$ cat src/rtl/fetch_irq_ctrl_pkg.sv
`default_nettype none
// ============================================================================
//  Module   : fetch_irq_ctrl_pkg
//  Brief    : Shared types and default constants for the fetch/IRQ controller
//  Revision : 1.0
// ============================================================================
package fetch_irq_ctrl_pkg;

  typedef enum logic [1:0] {
    REDIR_NONE   = 2'd0,
    REDIR_BRANCH = 2'd1,
    REDIR_RTI    = 2'd2,
    REDIR_IRQ    = 2'd3
  } redir_e;

  localparam int          c_XLEN_DEFAULT     = 32;
  localparam logic [31:0] c_RESET_PC_DEFAULT = 32'h0000_0000;
  localparam logic [31:0] c_VEC_BASE_DEFAULT = 32'h0000_0100;

endpackage
`default_nettype wire

$ cat src/rtl/fetch_irq_ctrl_if.sv
`default_nettype none
// ============================================================================
//  Module   : fetch_irq_ctrl_if
//  Brief    : Fetch-stage bundle: redirect inputs, IRQ lines, imem and decode
//  Revision : 1.0
// ============================================================================
interface fetch_irq_ctrl_if #(
  parameter int XLEN        = 32,
  parameter int NUM_IRQ     = 4,
  parameter int STACK_DEPTH = 4
);

  logic                               stall;
  logic                               branch;
  logic [XLEN-1:0]                    pc_ex;
  logic                               rti;
  logic [NUM_IRQ-1:0]                 irq;
  logic [NUM_IRQ-1:0]                 irq_en;
  logic [XLEN-1:0]                    imem_addr;
  logic [XLEN-1:0]                    imem_rdata;
  logic [XLEN-1:0]                    pc_dec;
  logic [XLEN-1:0]                    instruction_dec;
  logic                               dec_valid;
  logic                               irq_ack;
  logic [$clog2(NUM_IRQ)-1:0]         irq_ack_id;
  logic [$clog2(STACK_DEPTH+1)-1:0]   isr_depth;
  logic                               rti_err;

  modport master (
    input  stall, branch, pc_ex, rti, irq, irq_en, imem_rdata,
    output imem_addr, pc_dec, instruction_dec, dec_valid,
           irq_ack, irq_ack_id, isr_depth, rti_err
  );

  modport slave (
    output stall, branch, pc_ex, rti, irq, irq_en, imem_rdata,
    input  imem_addr, pc_dec, instruction_dec, dec_valid,
           irq_ack, irq_ack_id, isr_depth, rti_err
  );

endinterface
`default_nettype wire

$ cat src/rtl/irq_return_stack.sv
`default_nettype none
// ============================================================================
//  Module   : irq_return_stack
//  Brief    : LIFO of interrupt return frames; top entry is read combinationally
//  Revision : 1.0
// ============================================================================
module irq_return_stack #(
  parameter int DEPTH = 4,
  parameter int W     = 8
) (
  input  wire logic                         clk,
  input  wire logic                         rst,
  input  wire logic                         i_push,
  input  wire logic                         i_pop,
  input  wire logic [W-1:0]                 i_push_data,
  output logic      [W-1:0]                 o_pop_data,
  output logic                              o_full,
  output logic                              o_empty,
  output logic      [$clog2(DEPTH+1)-1:0]   o_count
);

  localparam int c_CNT_W = $clog2(DEPTH+1);
  localparam int c_PTR_W = (DEPTH > 1) ? $clog2(DEPTH) : 1;

  logic [W-1:0]       r_mem [DEPTH];
  logic [c_CNT_W-1:0] r_count;
  logic [c_PTR_W-1:0] w_top_idx;
  logic [c_PTR_W-1:0] w_push_idx;

  assign o_full     = (r_count == c_CNT_W'(DEPTH));
  assign o_empty    = (r_count == '0);
  assign o_count    = r_count;
  assign w_push_idx = c_PTR_W'(r_count);
  // Guard keeps the read index in range while the stack is empty.
  assign w_top_idx  = o_empty ? '0 : c_PTR_W'(r_count - c_CNT_W'(1));
  assign o_pop_data = r_mem[w_top_idx];

  always_ff @(posedge clk or posedge rst) begin
    if (rst) begin
      r_count <= '0;
    end else if (i_push && !o_full) begin
      r_count <= r_count + c_CNT_W'(1);
    end else if (i_pop && !o_empty) begin
      r_count <= r_count - c_CNT_W'(1);
    end
  end

  always_ff @(posedge clk) begin
    if (i_push && !o_full) begin
      r_mem[w_push_idx] <= i_push_data;
    end
  end

endmodule
`default_nettype wire

$ cat src/rtl/fetch_irq_ctrl.sv
`default_nettype none
// ============================================================================
//  Module   : fetch_irq_ctrl
//  Brief    : Fetch stage with branch redirect, prioritised nested vectored IRQs
//  Revision : 1.0
// ============================================================================
module fetch_irq_ctrl
  import fetch_irq_ctrl_pkg::*;
#(
  parameter int              XLEN        = c_XLEN_DEFAULT,
  parameter int              NUM_IRQ     = 4,
  parameter int              STACK_DEPTH = 4,
  parameter logic [XLEN-1:0] RESET_PC    = XLEN'(c_RESET_PC_DEFAULT),
  parameter int unsigned     PC_INC      = 1,
  parameter logic [XLEN-1:0] VEC_BASE    = XLEN'(c_VEC_BASE_DEFAULT),
  parameter int unsigned     VEC_STRIDE  = 4
) (
  input  wire logic          clk,
  input  wire logic          rst,
  fetch_irq_ctrl_if.master   bus
);

  localparam int c_ID_W    = $clog2(NUM_IRQ);
  localparam int c_LVL_W   = $clog2(NUM_IRQ+1);
  localparam int c_DEPTH_W = $clog2(STACK_DEPTH+1);
  // Level NUM_IRQ means "not in any ISR": every channel index is below it.
  localparam logic [c_LVL_W-1:0] c_NO_ISR = c_LVL_W'(NUM_IRQ);

  typedef struct packed {
    logic [XLEN-1:0]    pc;
    logic [c_LVL_W-1:0] level;
  } stack_entry_t;

  logic [XLEN-1:0]      r_pc;
  logic [XLEN-1:0]      r_pc_dec;
  logic [XLEN-1:0]      r_instr_dec;
  logic                 r_dec_valid;
  logic                 r_started;
  logic [NUM_IRQ-1:0]   r_irq_prev;
  logic [NUM_IRQ-1:0]   r_pending;
  logic [c_LVL_W-1:0]   r_cur_level;
  logic                 r_irq_ack;
  logic [c_ID_W-1:0]    r_irq_ack_id;
  logic                 r_rti_err;

  logic [NUM_IRQ-1:0]   w_rise;
  logic [NUM_IRQ-1:0]   w_ack_mask;
  logic                 w_win_found;
  logic [c_ID_W-1:0]    w_win_id;
  redir_e               w_cause;
  logic                 w_rti_err;
  logic                 w_push;
  logic                 w_pop;
  logic [XLEN-1:0]      w_vector;
  logic [XLEN-1:0]      w_pc_next;
  stack_entry_t         w_push_entry;
  stack_entry_t         w_pop_entry;
  logic                 w_full;
  logic                 w_empty;
  logic [c_DEPTH_W-1:0] w_count;

  assign w_rise = bus.irq & ~r_irq_prev;

  // Descending scan so the lowest eligible index is the last one written.
  always_comb begin
    w_win_found = 1'b0;
    w_win_id    = '0;
    for (int i = NUM_IRQ - 1; i >= 0; i--) begin
      if (r_pending[i] && bus.irq_en[i] && (c_LVL_W'(i) < r_cur_level)) begin
        w_win_found = 1'b1;
        w_win_id    = c_ID_W'(i);
      end
    end
  end

  always_comb begin
    w_cause   = REDIR_NONE;
    w_rti_err = 1'b0;
    if (!bus.stall) begin
      if (bus.branch) begin
        w_cause = REDIR_BRANCH;
      end else if (bus.rti) begin
        if (!w_empty) begin
          w_cause = REDIR_RTI;
        end else begin
          w_rti_err = 1'b1;
        end
      end else if (w_win_found && !w_full) begin
        w_cause = REDIR_IRQ;
      end
    end
  end

  assign w_push   = (w_cause == REDIR_IRQ);
  assign w_pop    = (w_cause == REDIR_RTI);
  assign w_vector = VEC_BASE + (XLEN'(w_win_id) * XLEN'(VEC_STRIDE));

  always_comb begin
    w_pc_next = r_pc + XLEN'(PC_INC);
    case (w_cause)
      REDIR_BRANCH: w_pc_next = bus.pc_ex;
      REDIR_RTI:    w_pc_next = w_pop_entry.pc;
      REDIR_IRQ:    w_pc_next = w_vector;
      default:      w_pc_next = r_pc + XLEN'(PC_INC);
    endcase
  end

  always_comb begin
    w_ack_mask = '0;
    if (w_push) begin
      w_ack_mask[w_win_id] = 1'b1;
    end
  end

  // The saved PC is the one not yet fetched, so the return re-fetches it.
  assign w_push_entry = '{pc: r_pc, level: r_cur_level};

  irq_return_stack #(
    .DEPTH (STACK_DEPTH),
    .W     ($bits(stack_entry_t))
  ) u_stack (
    .clk         (clk),
    .rst         (rst),
    .i_push      (w_push),
    .i_pop       (w_pop),
    .i_push_data (w_push_entry),
    .o_pop_data  (w_pop_entry),
    .o_full      (w_full),
    .o_empty     (w_empty),
    .o_count     (w_count)
  );

  always_ff @(posedge clk or posedge rst) begin
    if (rst) begin
      r_pc         <= RESET_PC;
      r_pc_dec     <= '0;
      r_instr_dec  <= '0;
      r_dec_valid  <= 1'b0;
      r_started    <= 1'b0;
      r_irq_prev   <= '0;
      r_pending    <= '0;
      r_cur_level  <= c_NO_ISR;
      r_irq_ack    <= 1'b0;
      r_irq_ack_id <= '0;
      r_rti_err    <= 1'b0;
    end else begin
      // Edge capture runs every cycle, stalled or not.
      r_irq_prev <= bus.irq;
      r_pending  <= (r_pending & ~w_ack_mask) | w_rise;
      r_irq_ack  <= w_push;
      r_rti_err  <= w_rti_err;
      if (w_push) begin
        r_irq_ack_id <= w_win_id;
      end
      if (!bus.stall) begin
        r_pc        <= w_pc_next;
        r_pc_dec    <= r_pc;
        r_instr_dec <= bus.imem_rdata;
        r_dec_valid <= r_started && (w_cause == REDIR_NONE);
        r_started   <= 1'b1;
        if (w_push) begin
          r_cur_level <= c_LVL_W'(w_win_id);
        end else if (w_pop) begin
          r_cur_level <= w_pop_entry.level;
        end
      end
    end
  end

  assign bus.imem_addr       = r_pc;
  assign bus.pc_dec          = r_pc_dec;
  assign bus.instruction_dec = r_instr_dec;
  assign bus.dec_valid       = r_dec_valid;
  assign bus.irq_ack         = r_irq_ack;
  assign bus.irq_ack_id      = r_irq_ack_id;
  assign bus.isr_depth       = w_count;
  assign bus.rti_err         = r_rti_err;

endmodule
`default_nettype wire

$ cat src/flat_wrapper.sv
// flat-port wrapper written by rule: the top's interface ports become plain ports
module fetch_irq_ctrl_flat import fetch_irq_ctrl_pkg::*;
#(
  parameter int              XLEN        = c_XLEN_DEFAULT,
  parameter int              NUM_IRQ     = 4,
  parameter int              STACK_DEPTH = 4,
  parameter logic [XLEN-1:0] RESET_PC    = XLEN'(c_RESET_PC_DEFAULT),
  parameter int unsigned     PC_INC      = 1,
  parameter logic [XLEN-1:0] VEC_BASE    = XLEN'(c_VEC_BASE_DEFAULT),
  parameter int unsigned     VEC_STRIDE  = 4
)
  (clk, rst, bus_stall, bus_branch, bus_pc_ex, bus_rti, bus_irq, bus_irq_en, bus_imem_rdata, bus_imem_addr, bus_pc_dec, bus_instruction_dec, bus_dec_valid, bus_irq_ack, bus_irq_ack_id, bus_isr_depth, bus_rti_err);
  fetch_irq_ctrl_if #(.XLEN(XLEN), .NUM_IRQ(NUM_IRQ), .STACK_DEPTH(STACK_DEPTH)) bus_i ();
  input  wire logic clk;
  input  wire logic rst;
  input wire logic [$bits(bus_i.stall)-1:0] bus_stall;
  input wire logic [$bits(bus_i.branch)-1:0] bus_branch;
  input wire logic [$bits(bus_i.pc_ex)-1:0] bus_pc_ex;
  input wire logic [$bits(bus_i.rti)-1:0] bus_rti;
  input wire logic [$bits(bus_i.irq)-1:0] bus_irq;
  input wire logic [$bits(bus_i.irq_en)-1:0] bus_irq_en;
  input wire logic [$bits(bus_i.imem_rdata)-1:0] bus_imem_rdata;
  output wire logic [$bits(bus_i.imem_addr)-1:0] bus_imem_addr;
  output wire logic [$bits(bus_i.pc_dec)-1:0] bus_pc_dec;
  output wire logic [$bits(bus_i.instruction_dec)-1:0] bus_instruction_dec;
  output wire logic [$bits(bus_i.dec_valid)-1:0] bus_dec_valid;
  output wire logic [$bits(bus_i.irq_ack)-1:0] bus_irq_ack;
  output wire logic [$bits(bus_i.irq_ack_id)-1:0] bus_irq_ack_id;
  output wire logic [$bits(bus_i.isr_depth)-1:0] bus_isr_depth;
  output wire logic [$bits(bus_i.rti_err)-1:0] bus_rti_err;
  assign bus_i.stall = bus_stall;
  assign bus_i.branch = bus_branch;
  assign bus_i.pc_ex = bus_pc_ex;
  assign bus_i.rti = bus_rti;
  assign bus_i.irq = bus_irq;
  assign bus_i.irq_en = bus_irq_en;
  assign bus_i.imem_rdata = bus_imem_rdata;
  assign bus_imem_addr = bus_i.imem_addr;
  assign bus_pc_dec = bus_i.pc_dec;
  assign bus_instruction_dec = bus_i.instruction_dec;
  assign bus_dec_valid = bus_i.dec_valid;
  assign bus_irq_ack = bus_i.irq_ack;
  assign bus_irq_ack_id = bus_i.irq_ack_id;
  assign bus_isr_depth = bus_i.isr_depth;
  assign bus_rti_err = bus_i.rti_err;
  fetch_irq_ctrl #(.XLEN(XLEN), .NUM_IRQ(NUM_IRQ), .STACK_DEPTH(STACK_DEPTH), .RESET_PC(RESET_PC), .PC_INC(PC_INC), .VEC_BASE(VEC_BASE), .VEC_STRIDE(VEC_STRIDE)) u_core (.clk(clk), .rst(rst), .bus(bus_i));
endmodule
$ cat config.mk
export PLATFORM = sky130hd
export DESIGN_NAME = fetch_irq_ctrl_flat
export DESIGN_NICKNAME = d
export VERILOG_FILES = /design/src/rtl/fetch_irq_ctrl_pkg.sv /design/src/rtl/fetch_irq_ctrl_if.sv /design/src/rtl/irq_return_stack.sv /design/src/rtl/fetch_irq_ctrl.sv /design/src/flat_wrapper.sv
export SDC_FILE = /design/constraint.sdc
export NUM_CORES = 1
export LEC_CHECK = 0
export CORE_ASPECT_RATIO = 0.9
export CORE_MARGIN = 3
export CORE_UTILIZATION = 43
export DETAILED_ROUTE_END_ITERATION = 7
export PLACE_DENSITY = 0.7
export SKIP_LAST_GASP = 1
export SYNTH_ARGS = -nofsm -noshare
export SYNTH_HDL_FRONTEND = slang
export SYNTH_SLANG_ARGS = --single-unit
$ cat constraint.sdc
create_clock -name clk -period 4.95 [get_ports clk]
set_input_delay 0.7425 -clock clk [delete_from_list [all_inputs] [get_ports clk]]
set_output_delay 0.7425 -clock clk [all_outputs]
set_load 0.005 [all_outputs]
## Word-level counts from Yosys, hierarchy flattened

Memories as Yosys holds them, arrays and structs flattened.
Cells that the tools add are included.

- Bitwise operators: 6
- Order comparisons: 6
- Divide/modulo/power cells: 0
- Shift operators: 0
- Add/subtract/negate cells: 4
- Reduce and logical (&&, ||, !) cells: 20
- Multiplexer cells: 28
- Equal/unequal tests: 4
- Multiply operators: 0

Operator list:

| cell | count |
|---|---|
| $pmux W32 S3 | 1 |
| $add A32 B1 Y32 const B | 1 |
| $mux W2 | 10 |
| $logic_and A1 B1 Y1 | 13 |
| $mux W3 | 4 |
| $mux W1 | 11 |
| $add A9 B4 Y10 const A | 1 |
| $and A4 B4 Y4 | 2 |
| $not A4 Y4 | 2 |
| $lt A1 B3 Y1 const A | 2 |
| $lt A2 B3 Y1 const A | 2 |
| $eq A2 B2 Y1 const B | 2 |
| $mux W4 | 1 |
| $or A4 B4 Y4 | 1 |
| $reduce_bool A2 Y1 | 2 |
| $add A3 B1 Y3 const B | 1 |
| $eq A3 B3 Y1 const B | 1 |
| $logic_not A3 Y1 | 1 |
| $lt A2 B3 Y1 const B | 1 |
| $sub A3 B1 Y3 const B | 1 |
| $demux W1 S2 | 1 |
| $eq A2 B1 Y1 const B | 1 |
| $ge A2 B1 Y1 const B | 1 |
| $logic_not A1 Y1 | 2 |
| 3 further kinds | 3 |

- Memories kept: 1
- Memory bits (read-only): 0
- Bits in latches: 0
- Output and inout bits: 104
- RAM bits: 140
- Logic and storage cells: 81
- Register bits after elaboration: 116
- Input port bits: 77

Memory list:

| memory | words | bits a word | read ports | clocked after Yosys merged registers in | wr ports | RTL line | RTL |
|---|---|---|---|---|---|---|---|
| u_core.u_stack.r_mem | 4 | 35 | 1 | 0 | 1 | irq_return_stack.sv:25 | `logic [W-1:0] r_mem [DEPTH];` |

## Logic depth before layout (Yosys ltp)

Gate-level depths: netlist of the first run.

- Depth after elaboration: 16
- Mapped depth: 15
- Depth with buffers taken out: 9

## Cells and area by module

From an unflattened synthesis of the first run, not the netlist that was laid out.

- Cells, all modules: 940
- Area total of the unflattened synthesis: 11499.8 sq um

By module, submodules not included:

| module | cells an instance | seq. area each (sq um) | area an instance (sq um) | times used |
|---|---|---|---|---|
| irq_return_stack | 368 | 4279.1 | 5818.1 | 1 |
| fetch_irq_ctrl | 572 | 2829.0 | 5681.7 | 1 |

## Worst setup path before layout of the first run

No wires, ideal clock.

- Path kind: reg2reg
- Start: register u_core.u_stack.r_count[0], in the netlist u_core.u_stack.o_count[0]
- End: memory u_core.u_stack.r_mem[3][0] in the netlist's numbering, enable pin
- Path slack: 1.298 ns
- Period minus slack after synthesis: 3.652 ns
- Setup time: 0.396 ns
- Buffers on the path: 3
- Data arrival time: 3.255 ns
- Cell stages (with the launch flop): 11
- Data required time: 4.554 ns
- Cell sequence: dfrtp_1 -> buf_2 -> buf_1 -> clkbuf_1 -> inv_1 -> ha_1 -> ha_1 -> nor2_1 -> nand3_1 -> inv_1 -> and2_1

- Longest elaborated chain between the ends: 11
- Elaborated cells between the ends (all ways): 13
- Those cells by class: eq/ne (2); mux (7); reduce/logical (4)

Ends and longest elaborated chain:

| element | RTL line | RTL |
|---|---|---|
| start, declared | irq_return_stack.sv:26 | `logic [c_CNT_W-1:0] r_count;` |
| start signal, assigned | irq_return_stack.sv:42 | `r_count <= r_count + c_CNT_W'(1);` |
| start signal, assigned | irq_return_stack.sv:44 | `r_count <= r_count - c_CNT_W'(1);` |
| $eq A3 B3 Y1 | irq_return_stack.sv:30 | `assign o_full = (r_count == c_CNT_W'(DEPTH));` |
| $logic_not A1 Y1 | fetch_irq_ctrl.sv:88 | `end else if (w_win_found && !w_full) begin` |
| $logic_and A1 B1 Y1 | fetch_irq_ctrl.sv:88 |  |
| $mux W2 | fetch_irq_ctrl.sv:88 |  |
| $mux W2 (*) | fetch_irq_ctrl.sv:82 | `end else if (bus.rti) begin` |
| $mux W2 (*) | fetch_irq_ctrl.sv:80 | `if (bus.branch) begin` |
| $mux W2 (*) | fetch_irq_ctrl.sv:79 | `if (!bus.stall) begin` |
| $eq A2 B2 Y1 (*) | fetch_irq_ctrl.sv:94 | `assign w_push = (w_cause == REDIR_IRQ);` |
| net u_core.u_stack.i_push | irq_return_stack.sv:13 | `input wire logic i_push,` |
| $logic_and A1 B1 Y1 (*) | irq_return_stack.sv:49 | `if (i_push && !o_full) begin` |
| $mux W1 (*) | irq_return_stack.sv:49 |  |
| $mux W1 (implied by the code) (*) | irq_return_stack.sv:50 | `r_mem[w_push_idx] <= i_push_data;` |
| end, declared | irq_return_stack.sv:25 |  |

The timed path passes the listed nets; every way through them passes the cells marked *.

## Worst setup path after layout of the first run

- Start: register u_core.u_stack.r_count[1], in the netlist u_core.u_stack.o_count[1]
- End: register u_core.r_pc[28], in the netlist u_core.bus.imem_addr[28]

- Longest elaborated chain between the ends: 9
- Elaborated cells between the ends (all ways): 16
- Those cells by class: add/sub (1); eq/ne (4); mux (7); reduce/logical (3); memory (1)

Ends and longest elaborated chain:

| element | RTL line | RTL |
|---|---|---|
| $eq A3 B3 Y1 | irq_return_stack.sv:30 |  |
| $logic_not A1 Y1 | fetch_irq_ctrl.sv:88 |  |
| $logic_and A1 B1 Y1 | fetch_irq_ctrl.sv:88 |  |
| $mux W2 | fetch_irq_ctrl.sv:88 |  |
| $mux W2 | fetch_irq_ctrl.sv:82 |  |
| $mux W2 | fetch_irq_ctrl.sv:80 |  |
| $mux W2 | fetch_irq_ctrl.sv:79 |  |
| $eq A2 B2 Y1 / $eq A2 B1 Y1 (equally long branches) | fetch_irq_ctrl.sv:100 | `case (w_cause)` |
| $pmux W32 S3 (*) | fetch_irq_ctrl.sv:100 |  |
| end signal, assigned | fetch_irq_ctrl.sv:156 | `r_pc <= w_pc_next;` |
| end, declared | fetch_irq_ctrl.sv:34 | `logic [XLEN-1:0] r_pc;` |

Mark *: on every way between the ends. The rest lies on a longest branch, timed or not.
A chain may end at the register's enable or synchronous reset.

==> impl_results.md, run 1 <==
* Vias in the first global route at 7634
* Avg Inst Size Synth at 13.2 sq um
* Hold Fails Final Rpt at 0
* Placed instance count at 1315
* P_sw at 0.00253 W
* Placement Setup Slack at 1.41 ns
* WP data required at 5.34 ns
* HPWL after DPL at 19.4 mm
* P per Cell Area at 540 nW/um^2
* H-Tree Depth at 1
* Starting Density at 0.444
* Prevailing post-synth register cell: edfxtp_1
* Kind of critical path: reg2reg
* Post-Synthesis Cells at 829
* CP Capture Type: flop
* Arrival time worst endpoint at 3.57 ns
* Startpoint types: flop
* Grt ovf at 0
* R2R Path Start: u_core.u_stack.o_count[1]
* Post-synth ARST share at 0.453
* Max_cap viols at 0
* Routed Antenna Nets at 0
* Placeable Area at 24700 sq um
* Internal at 0.00505 W
* Sw Share at 0.334
* Final WL at 28.9 mm
* Number of remaining DRC errors at 0
* Part of the power in combinational logic at 0.307
* Drt initial violations at 661
* LEAKAGE at 5.27 nW
* Clk sinks at 256
* Clk pwr share at 0.271
* Initial antenna violation count at 0
* Clk_skew at 0.0150 ns
* Wire per inst at 21.2 um
* Min Tclk post-route at 3.18 ns
* Post-cts sizing count at 0
* Worst setup path startpoint: u_core.u_stack.o_count[1]
* Post-CTS setup buffers at 0
* Post-Synthesis Cell Area at 11000 sq um
* Layout area overhead at 28.1%
* Fmax at 0.315 GHz
* Routed vias/inst at 5.66
* CTS buffer count at 27
* Synthesized Nets at 913
* Worst-path clk slew at 0.06 ns
* CTS Hold Buffers Added at 0
* Final worst slack at 1.77 ns
* # diodes at 0
* Outcome: finished clean
* First-pass GRT wire length at 44.9 mm
* Ratio of cells with drive above 1 in the final layout at 0.142
* IO buf count at 180
* Sequential cell fraction of total power at 0.422
* Register area share after synthesis at 0.649
* Worst Max-Slew Pin Slew at 1.01 ns
* Final setup fails at 0
* Count of boundary I/O pins at 181
* Clk_lat worst skew at 0.55 ns
* Post-synthesis cell type count at 66
* VDD IR max at 0.000321 V
* Routed vias at 7720
* Rows at 54
* Max-slew headroom at 0.324
* GRT Util Overall at 0.208
* Period utilization at 0.642
* YS warnings at 0
* Pin count of the biggest net entering global routing at 83
* Type of the worst min-delay path: reg2reg
* Final non-filler cell total at 1365
* Die Y at 157 um
* DIE AREA at 27400 sq um
* RSZ-0062 raised after global routing: false
* Reg2reg setup slack at 1.77 ns
* #FFs+latches synth at 256
* TritonCTS clock tree: built
* Min-delay src: u_core.r_irq_prev[3]
* CTS max path bufs at 3
* DRT Pass-1 Iters at 8
* Die W at 174 um
* Setup TNS at 0 ns
* EDFF count, synth at 140
* Root Buffer: clkbuf_16
* Slew Viols, Final at 0
* Layout Nets at 1092
* Critical Path Fanout Max at 21
* RD Place Congestion at 0.867
==> power groups by stage <==
stage	clock network, W	logic [W]	registers, W
detailed placement	0	0.00233	0.00323
finish	0.00205	0.00233	0.00320
global placement	0	0.00232	0.00321
global route	0.00217	0.00256	0.00326
CTS	0.00209	0.00235	0.00319
floorplan	0	0.00129	0.00308
==> flip-flops by register name (all words and copies together), names as in the netlist <==
signal                      cells
u_core.bus.dec_valid            1
u_core.bus.imem_addr           32
u_core.bus.instruction_dec     32
u_core.bus.irq_ack              1
u_core.bus.irq_ack_id           2
u_core.bus.pc_dec              32
u_core.bus.rti_err              1
u_core.r_cur_level              3
u_core.r_irq_prev               4
u_core.r_pending                4
u_core.r_started                1
u_core.u_stack.o_count          3
u_core.u_stack.r_mem          140
==> stage by stage <==
stage	hold slack, ns	instance area [sq um]	power [W]	util
final	0.416	14000	0.00758	0.569
after global routing	0.453	14000	0.00799	0.569
after CTS	0.421	14000	0.00763	0.569
after detailed placement	0.412	13100	0.00556	0.532
after global placement	0.406	13100	0.00553	0.532
after floorplan	0.400	11000	0.00437	-
==> path summary, 6_finish.rpt <==
check                           cells after the start                        endpoint
min in group asynchronous                           2  u_core.bus.instruction_dec[31]
worst max register to register                     10        u_core.bus.imem_addr[28]
worst min register to register                      1             u_core.r_pending[3]
max in group asynchronous                           3         u_core.bus.imem_addr[1]
worst max-delay path                               10        u_core.bus.imem_addr[28]
worst min-delay path                                1             u_core.r_pending[3]
==> synth_stat cells, types with 4 or more instances <==
| library cell | instances | share of area |
|---|---|---|
| a211oi_1 | 17 | 0.012 |
| a21oi_1 | 40 | 0.018 |
| a221oi_1 | 10 | 0.0080 |
| a311oi_1 | 5 | 0.0040 |
| a31oi_1 | 5 | 0.0029 |
| a32o_1 | 6 | 0.0055 |
| a32oi_1 | 11 | 0.0088 |
| and2_1 | 10 | 0.0057 |
| and3_1 | 9 | 0.0051 |
| buf_1 | 6 | 0.0021 |
| buf_2 | 17 | 0.0078 |
| clkbuf_1 | 25 | 0.0086 |
| dfrtp_1 | 115 | 0.26 |
| edfxtp_1 | 140 | 0.38 |
| ha_1 | 7 | 0.0080 |
| inv_1 | 25 | 0.0086 |
| mux2_2 | 57 | 0.059 |
| mux2i_1 | 37 | 0.034 |
| nand2_1 | 73 | 0.025 |
| nand2b_1 | 4 | 0.0023 |
| nand3_1 | 30 | 0.014 |
| nand4_1 | 5 | 0.0029 |
| nor2_1 | 15 | 0.0051 |
| nor2b_1 | 17 | 0.0097 |
| nor3_1 | 8 | 0.0037 |
| o21ai_0 | 67 | 0.031 |
| o22ai_1 | 5 | 0.0029 |
| o311ai_0 | 4 | 0.0032 |
| o31a_1 | 5 | 0.0040 |
==> cells by family (layout without fill, tap and decap cells) <==
| group | Yosys count | after routing | share of synthesized area |
|---|---|---|---|
| XOR/XNOR | 1 | 1 | 0.000800 |
| adder cells (fa/ha/maj) | 7 | 7 | 0.00800 |
| buffers and inverters | 78 | 278 | 0.0308 |
| flip-flops | 256 | 256 | 0.649 |
| multiplexers | 94 | 94 | 0.0924 |
| AND/OR/NAND/NOR | 188 | 188 | 0.0892 |
| AO/OA/AOI/OAI | 205 | 205 | 0.130 |
==> cell usage in the layout, fill, tap and decap left out, drive strengths merged, types with 7 or more instances in the layout <==
cell           count
a211oi            17
a21oi             40
a221oi            13
a32oi             11
and2              11
and3              10
buf               24
clkbuf            35
clkdlybuf4s50    179
clkinv            11
dfrtp            115
edfxtp           140
ha                 7
inv               26
mux2              57
mux2i             37
nand2             73
nand3             31
nor2              16
nor2b             17
nor3               8
o21ai             69
==> layer usage <==
| layer | global-route usage | up-vias | share of wire |
|---|---|---|---|
| met4 | 0.0417 | 0 | 0.018 |
| li1 | - | 3502 | - |
| met2 | 0.328 | 335 | 0.45 |
| met1 | 0.296 | 3836 | 0.45 |
| met3 | 0.0523 | 47 | 0.084 |
| met5 | 0 | - | 0 |
==> critical path, stage by stage, from the launching register on <==
cell      delay [ns]
dfrtp_1         0.41
inv_1           0.10
ha_1            0.23
ha_1            0.33
mux2i_1         0.28
nor2_1          0.12
a311oi_4        0.92
buf_4           0.31
a21oi_1         0.05
o21ai_0         0.14
o311ai_0        0.15
==> final cells by class <==
cell class                 instances  area, sq um
inverter                          25         96.3
multi-input combinational        495         3520
tap                              336          420
clock buffer                      35          746
sequential                       256         7110
timing repair buffer             203         1970
clock inverter                    15          164
fill                            2047        10600
No activity file was read; power rests on OpenSTA's default activity.
==> run 2: changes to the inputs <==
PLACE_DENSITY = 0.72   (was 0.7)
clock period = 2.7 ns   (was 4.95 ns; I/O delays follow)
==> impl_results.md, run 2 (same netlist as run 1, synthesis figures left out) <==
* Internal at 0.00951 W (+88%)
* Root Buffer: clkbuf_16
* Most common cell after layout, fill and taps aside: clkdlybuf4s50_1
* Worst Max-Slew Pin Slew at 0.724 ns (-0.290 ns)
* Type of the worst min-delay path: in2async
* CTS buffer count at 28 (+3.7%)
* Rows at 54 (unchanged)
* Layout Nets at 1118 (+2.4%)
* CP Buf/Inv Count at 2 (unchanged)
* Die Y at 157 um (unchanged)
* CTS max path bufs at 3 (unchanged)
* Arrival time worst endpoint at 2.90 ns (-0.67 ns)
* Max-slew headroom at 0.516 (+0.192)
* Routed Antenna Nets at 0 (unchanged)
* Number of remaining DRC errors at 0 (unchanged)
* LEAKAGE at 5.43 nW (+3.1%)
* Clk_skew at 0.0171 ns (+0.00210 ns)
* RSZ-0062 raised after global routing: false
* RD Place Congestion at 0.873 (+0.60%)
* Routed vias at 7939 (+2.8%)
* Vias in the first global route at 8024 (+5.1%)
* Reg2reg setup slack at 0.20 ns (-1.57 ns)
* CTS Hold Buffers Added at 0 (unchanged)
* Worst setup path startpoint: u_core.u_stack.o_count[1]
* Fmax at 0.400 GHz (+27%)
* H-Tree Depth at 1 (unchanged)
* WP data required at 3.10 ns (-2.24 ns)
* Final setup fails at 0 (unchanged)
* CP Capture Type: flop
* Period utilization at 0.926 (+0.284)
* Sw Share at 0.336 (+0.00219)
* Max_cap viols at 0 (unchanged)
* Count of boundary I/O pins at 181 (unchanged)
* R2R cell count at 9 (-1)
* Worst-path clk slew at 0.06 ns (about the same)
* Max FFs per register at 140 (unchanged)
* Kind of critical path: reg2reg
* Sequential cell fraction of total power at 0.393 (-0.029)
* Die W at 174 um (unchanged)
* P per Cell Area at 993 nW/um^2 (+84%)
* Clk sinks at 256 (unchanged)
* CP max stage delay at 0.40 ns (-0.52 ns)
* Min Tclk post-route at 2.50 ns (-0.676 ns)
* Pin count of the biggest net entering global routing at 95 (+14%)
* Finished layout cell area at 14400 sq um (+2.8%)
* VDD IR max at 0.000644 V (+100%)
* DIE AREA at 27400 sq um (unchanged)
* HPWL after DPL at 20.0 mm (+3.0%)
* Slowest cell on crit path: dfrtp_1
* R2R Path Start: u_core.u_stack.o_count[1]
* Stages on the worst setup path at 9 (-1)
* P_sw at 0.00481 W (+90%)
* # diodes at 0 (unchanged)
* Part of the power in combinational logic at 0.349 (+0.042)
* TritonCTS clock tree: built
* Critical-path cell list: inv_1 -> ha_2 -> ha_1 -> mux2i_1 -> nor2_1 -> a311o_1 -> buf_4 -> a222oi_1 -> o21ai_0
* Grt ovf at 0 (unchanged)
* IO buf count at 180 (unchanged)
* Wire per inst at 21.8 um (+2.7%)
* Layout area overhead at 31.6%
* Worst Setup EP: u_core.bus.imem_addr[7]
* Setup TNS at 0 ns (unchanged)
* Capture point of the worst reg-to-reg path: u_core.bus.imem_addr[7]
* Slew Viols, Final at 0 (unchanged)
* Total power at 0.0143 W (+89%)
* First-pass GRT wire length at 46.9 mm (+4.5%)
* Reg with most FFs: u_core.u_stack.r_mem
* CP delay by family, top: compound AO/OA/AOI/OAI gates
* Drt initial violations at 845 (+28%)
* Critical Path Fanout Max at 16 (-24%)
* Ratio of cells with drive above 1 in the final layout at 0.166 (+0.0238)
* Leading cell types in the layout, fill and taps excluded: clkdlybuf4s50_1 (179), edfxtp_1 (140), dfrtp_1 (114)
* GRT Util Overall at 0.218 (+0.0100)
* Hold Fails Final Rpt at 0 (unchanged)
* Post-cts sizing count at 0 (unchanged)
* Starting Density at 0.444 (unchanged)
* Final WL at 30.3 mm (+4.8%)
* Clk pwr share at 0.258 (-0.013)
* Worst hold slack at 0.333 ns (-0.0835 ns)
* Initial antenna violation count at 0 (unchanged)
* Outcome: finished clean
* Cell Area, Placed at 13500 sq um (+3.1%)
* Startpoint types: flop
* Placeable Area at 24700 sq um (unchanged)
* Routed vias/inst at 5.70 (+0.84%)
* Post-CTS setup buffers at 0 (unchanged)
* Clk_lat worst skew at 0.54 ns (about the same)
* DRT Pass-1 Iters at 5 (-3)
[run 2: cell types whose count changed in the layout (fill, tap and decap cells not counted), moves of 3 or more]
cell,before,now
and2_1,10,6
clkinv_1,4,8
and2_4,1,4
buf_4,24,33
clkbuf_8,4,1
buf_12,0,16
[run 2: worst register-to-register path: stages (launching register included)]
cell and delay (ns):
dfrtp_1 0.40, inv_1 0.10, ha_2 0.19, ha_1 0.24, mux2i_1 0.25, nor2_1 0.13, a311o_1 0.37, buf_4 0.23
a222oi_1 0.34, o21ai_0 0.13
[run 2: how the worst min path moves through the flow]
| stage | cells past startpoint | end | startpoint |
|---|---|---|---|
| floorplan | 1 | u_core.r_pending[0] | u_core.r_irq_prev[0] |
| global placement | 1 | u_core.r_pending[3] | u_core.r_irq_prev[3] |
| detailed placement | 1 | u_core.r_pending[3] | u_core.r_irq_prev[3] |
| CTS | 3 | u_core.bus.pc_dec[19] | bus_stall |
| global route | 3 | u_core.bus.pc_dec[19] | bus_stall |
| finish | 2 | u_core.bus.imem_addr[21] | rst |
[run 2: cell type report]
class	count	area (sq um)
Fill cell	1974	10200
Sequential cell	256	7110
Multi-Input combinational cell	495	3540
Timing Repair Buffer	228	2360
Clock buffer	36	762
Tap cell	336	420
Clock inverter	16	126
Inverter	25	97.6
[run 2: power groups by stage]
| stage | Clock (W) | Sequential, W | Combinational [W] |
|---|---|---|---|
| after floorplan | 0 | 0.00564 | 0.00247 |
| after global placement | 0 | 0.00565 | 0.00489 |
| after detailed placement | 0 | 0.00568 | 0.00495 |
| after CTS | 0.00374 | 0.00562 | 0.00499 |
| after global routing | 0.00391 | 0.00572 | 0.00539 |
| final | 0.00369 | 0.00563 | 0.00500 |
[run 2: metrics by stage]
stage / setup WS [ns] / instances / util
2_1_floorplan: 0.0184 / 829 / -
5_1_grt: 0.0434 / 1392 / 0.585
6_report: 0.199 / 1392 / 0.585
3_3_place_gp: 0.143 / 1340 / 0.549
4_1_cts: 0.215 / 1392 / 0.585
3_5_place_dp: 0.0829 / 1340 / 0.549
[run 2: metal layers]
metal  vias up  part of all wire  global-route usage
met2       454              0.46               0.353
met4         0             0.025              0.0574
met1      3881              0.41               0.298
met5         -                 0                   0
li1       3547                 -                   -
met3        57              0.10              0.0523
==> run 3: changes to the inputs <==
RECOVER_POWER = 50   (was not set)
==> impl_results.md, run 3 (same netlist as run 1, synthesis figures left out) <==
* WP data required at 3.10 ns (about the same)
* Reg2reg setup slack at 0.16 ns (-0.04 ns)
* Final non-filler cell total at 1392 (unchanged)
* Drt initial violations at 793 (-6.2%)
* Placed instance count at 1340 (unchanged)
* Slew Viols, Final at 24 (+24)
* Met1 Usage GRT at 0.298 (unchanged)
* Clk_lat worst skew at 0.54 ns (about the same)
* IO buf count at 180 (unchanged)
* Startpoint types: input pin
* Type of the worst min-delay path: reg2reg
* Hold Fails Final Rpt at 0 (unchanged)
* RSZ-0062 raised after global routing: false
* M2 GR Usage at 0.353 (unchanged)
* CTS Hold Buffers Added at 0 (unchanged)
* Failing checks: max-capacitance violations, max-slew violations
* Ratio of cells with drive above 1 in the final layout at 0.150 (-0.0161)
* Worst-path clk slew at 0.06 ns (about the same)
* CP max stage delay at 1.15 ns (+0.75 ns)
* RD Place Congestion at 0.873 (unchanged)
* Critical Path Fanout Max at 24 (+8)
* VDD IR max at 0.000636 V (-1.3%)
* Most common cell after layout, fill and taps aside: clkdlybuf4s50_1
* Post-cts sizing count at 0 (unchanged)
* Vias in the first global route at 8024 (unchanged)
* Routed Antenna Nets at 0 (unchanged)
* Final worst slack at 0.121 ns (-0.0779 ns)
* Final WL at 30.4 mm (+0.26%)
* Min Tclk post-route at 2.58 ns (+0.0779 ns)
* Min-delay src: u_core.r_irq_prev[3]
* Number of remaining DRC errors at 0 (unchanged)
* Kind of critical path: in2reg
* H-Tree Depth at 1 (unchanged)
* Setup TNS at 0 ns (unchanged)
* GRT Util Overall at 0.218 (unchanged)
* CTS buffer count at 28 (unchanged)
* Grt ovf at 0 (unchanged)
* Root Buffer: clkbuf_16
* Pin count of the biggest net entering global routing at 95 (unchanged)
* Critical-path cell list: clkbuf_1 -> inv_1 -> and2_1 -> buf_4 -> a32oi_1 -> o21ai_0
* DRT Pass-1 Iters at 6 (+1)
* Placeable Area at 24700 sq um (unchanged)
* Max_cap viols at 1 (+1)
* Grt peak-use layer: met2
* Worst hold slack at 0.421 ns (+0.0875 ns)
* Reg with most FFs: u_core.u_stack.r_mem
* DIE AREA at 27400 sq um (unchanged)
* CTS max path bufs at 3 (unchanged)
* Routed vias/inst at 5.70 (-0.13%)
* Leading cell types in the layout, fill and taps excluded: clkdlybuf4s50_1 (174), edfxtp_1 (140), dfrtp_1 (114)
* HPWL after DPL at 20.0 mm (unchanged)
* Max-slew headroom at -0.0913 (-0.608)
* Post-CTS setup buffers at 0 (unchanged)
* Die Y at 157 um (unchanged)
* Placement Setup Slack at 0.0829 ns (unchanged)
* Storage cell area at 7110 sq um (unchanged)
* Clk_skew at 0.0230 ns (+0.00590 ns)
* Initial antenna violation count at 1 (+1)
* LEAKAGE at 5.36 nW (-1.3%)
* Period utilization at 0.955 (+0.0288)
* CP Capture Type: flop
* P per Cell Area at 993 nW/um^2 (about the same)
* Arrival time worst endpoint at 2.98 ns (+0.08 ns)
* Layout Nets at 1118 (unchanged)
* Worst setup path startpoint: bus_stall
* Layout fillers at 1992 (+0.91%)
* TritonCTS clock tree: built
* Worst Max-Slew Pin Slew at 1.64 ns (+0.913 ns)
* Clk sinks at 256 (unchanged)
* # diodes at 0 (unchanged)
* Layout area overhead at 30.8%
* Finished layout cell area at 14300 sq um (-0.64%)
* Starting Density at 0.444 (unchanged)
* First-pass GRT wire length at 46.9 mm (unchanged)
* Multi-input gate area at 3540 sq um (unchanged)
* Slowest cell on crit path: clkbuf_1
* Rows at 54 (unchanged)
* GR Layer Usage met3 at 0.0523 (unchanged)
* Count of boundary I/O pins at 181 (unchanged)
* Fmax at 0.388 GHz (-3.0%)
* Max FFs per register at 140 (unchanged)
* R2R Path Start: u_core.u_stack.o_count[1]
* Outcome: finished with violations
* Routed vias at 7929 (-0.13%)
* Cell Area, Placed at 13500 sq um (unchanged)
* Final setup fails at 0 (unchanged)
* Wire per inst at 21.8 um (+0.26%)
* Die W at 174 um (unchanged)
[run 3: critical path, delay by kind of cell]
kind | cells | cell delay (ns)
AND/OR/NAND/NOR | 1 | 0.37
AO/OA/AOI/OAI | 2 | 0.29
buffers and inverters | 3 | 1.90
[run 3: worst paths after layout]
| check | end | cells after the start |
|---|---|---|
| worst max-delay path | u_core.bus.imem_addr[30] | 6 |
| worst min-delay path | u_core.r_pending[3] | 1 |
| worst max register to register | u_core.bus.imem_addr[9] | 9 |
| worst min register to register | u_core.r_pending[3] | 1 |
| max in group asynchronous | u_core.u_stack.o_count[0] | 3 |
| min in group asynchronous | u_core.bus.imem_addr[21] | 2 |
[run 3: per-layer routing]
metal	up-vias	wire length [um]
li1	3553	-
met1	3883	12400
met2	435	14100
met3	58	3110
met4	0	764
met5	-	0
[run 3: power by group]
group	internal [W]	switching, W
logic	0.00226	0.00265
registers	0.00500	0.000632
clock network	0.00217	0.00152
[run 3: layout make-up]
| cell class | instances | area share |
|---|---|---|
| tap | 336 | 0.0294 |
| clock buffer | 36 | 0.0532 |
| multi-input combinational | 495 | 0.247 |
| inverter | 25 | 0.00664 |
| sequential | 256 | 0.496 |
| timing repair buffer | 228 | 0.158 |
| clock inverter | 16 | 0.00882 |
[run 3: through the flow]
step	total power, W	util
final	0.0142	0.581
after global routing	0.0149	0.581
after CTS	0.0144	0.585
after detailed placement	0.0106	0.549
after global placement	0.0105	0.549
after floorplan	0.00811	-
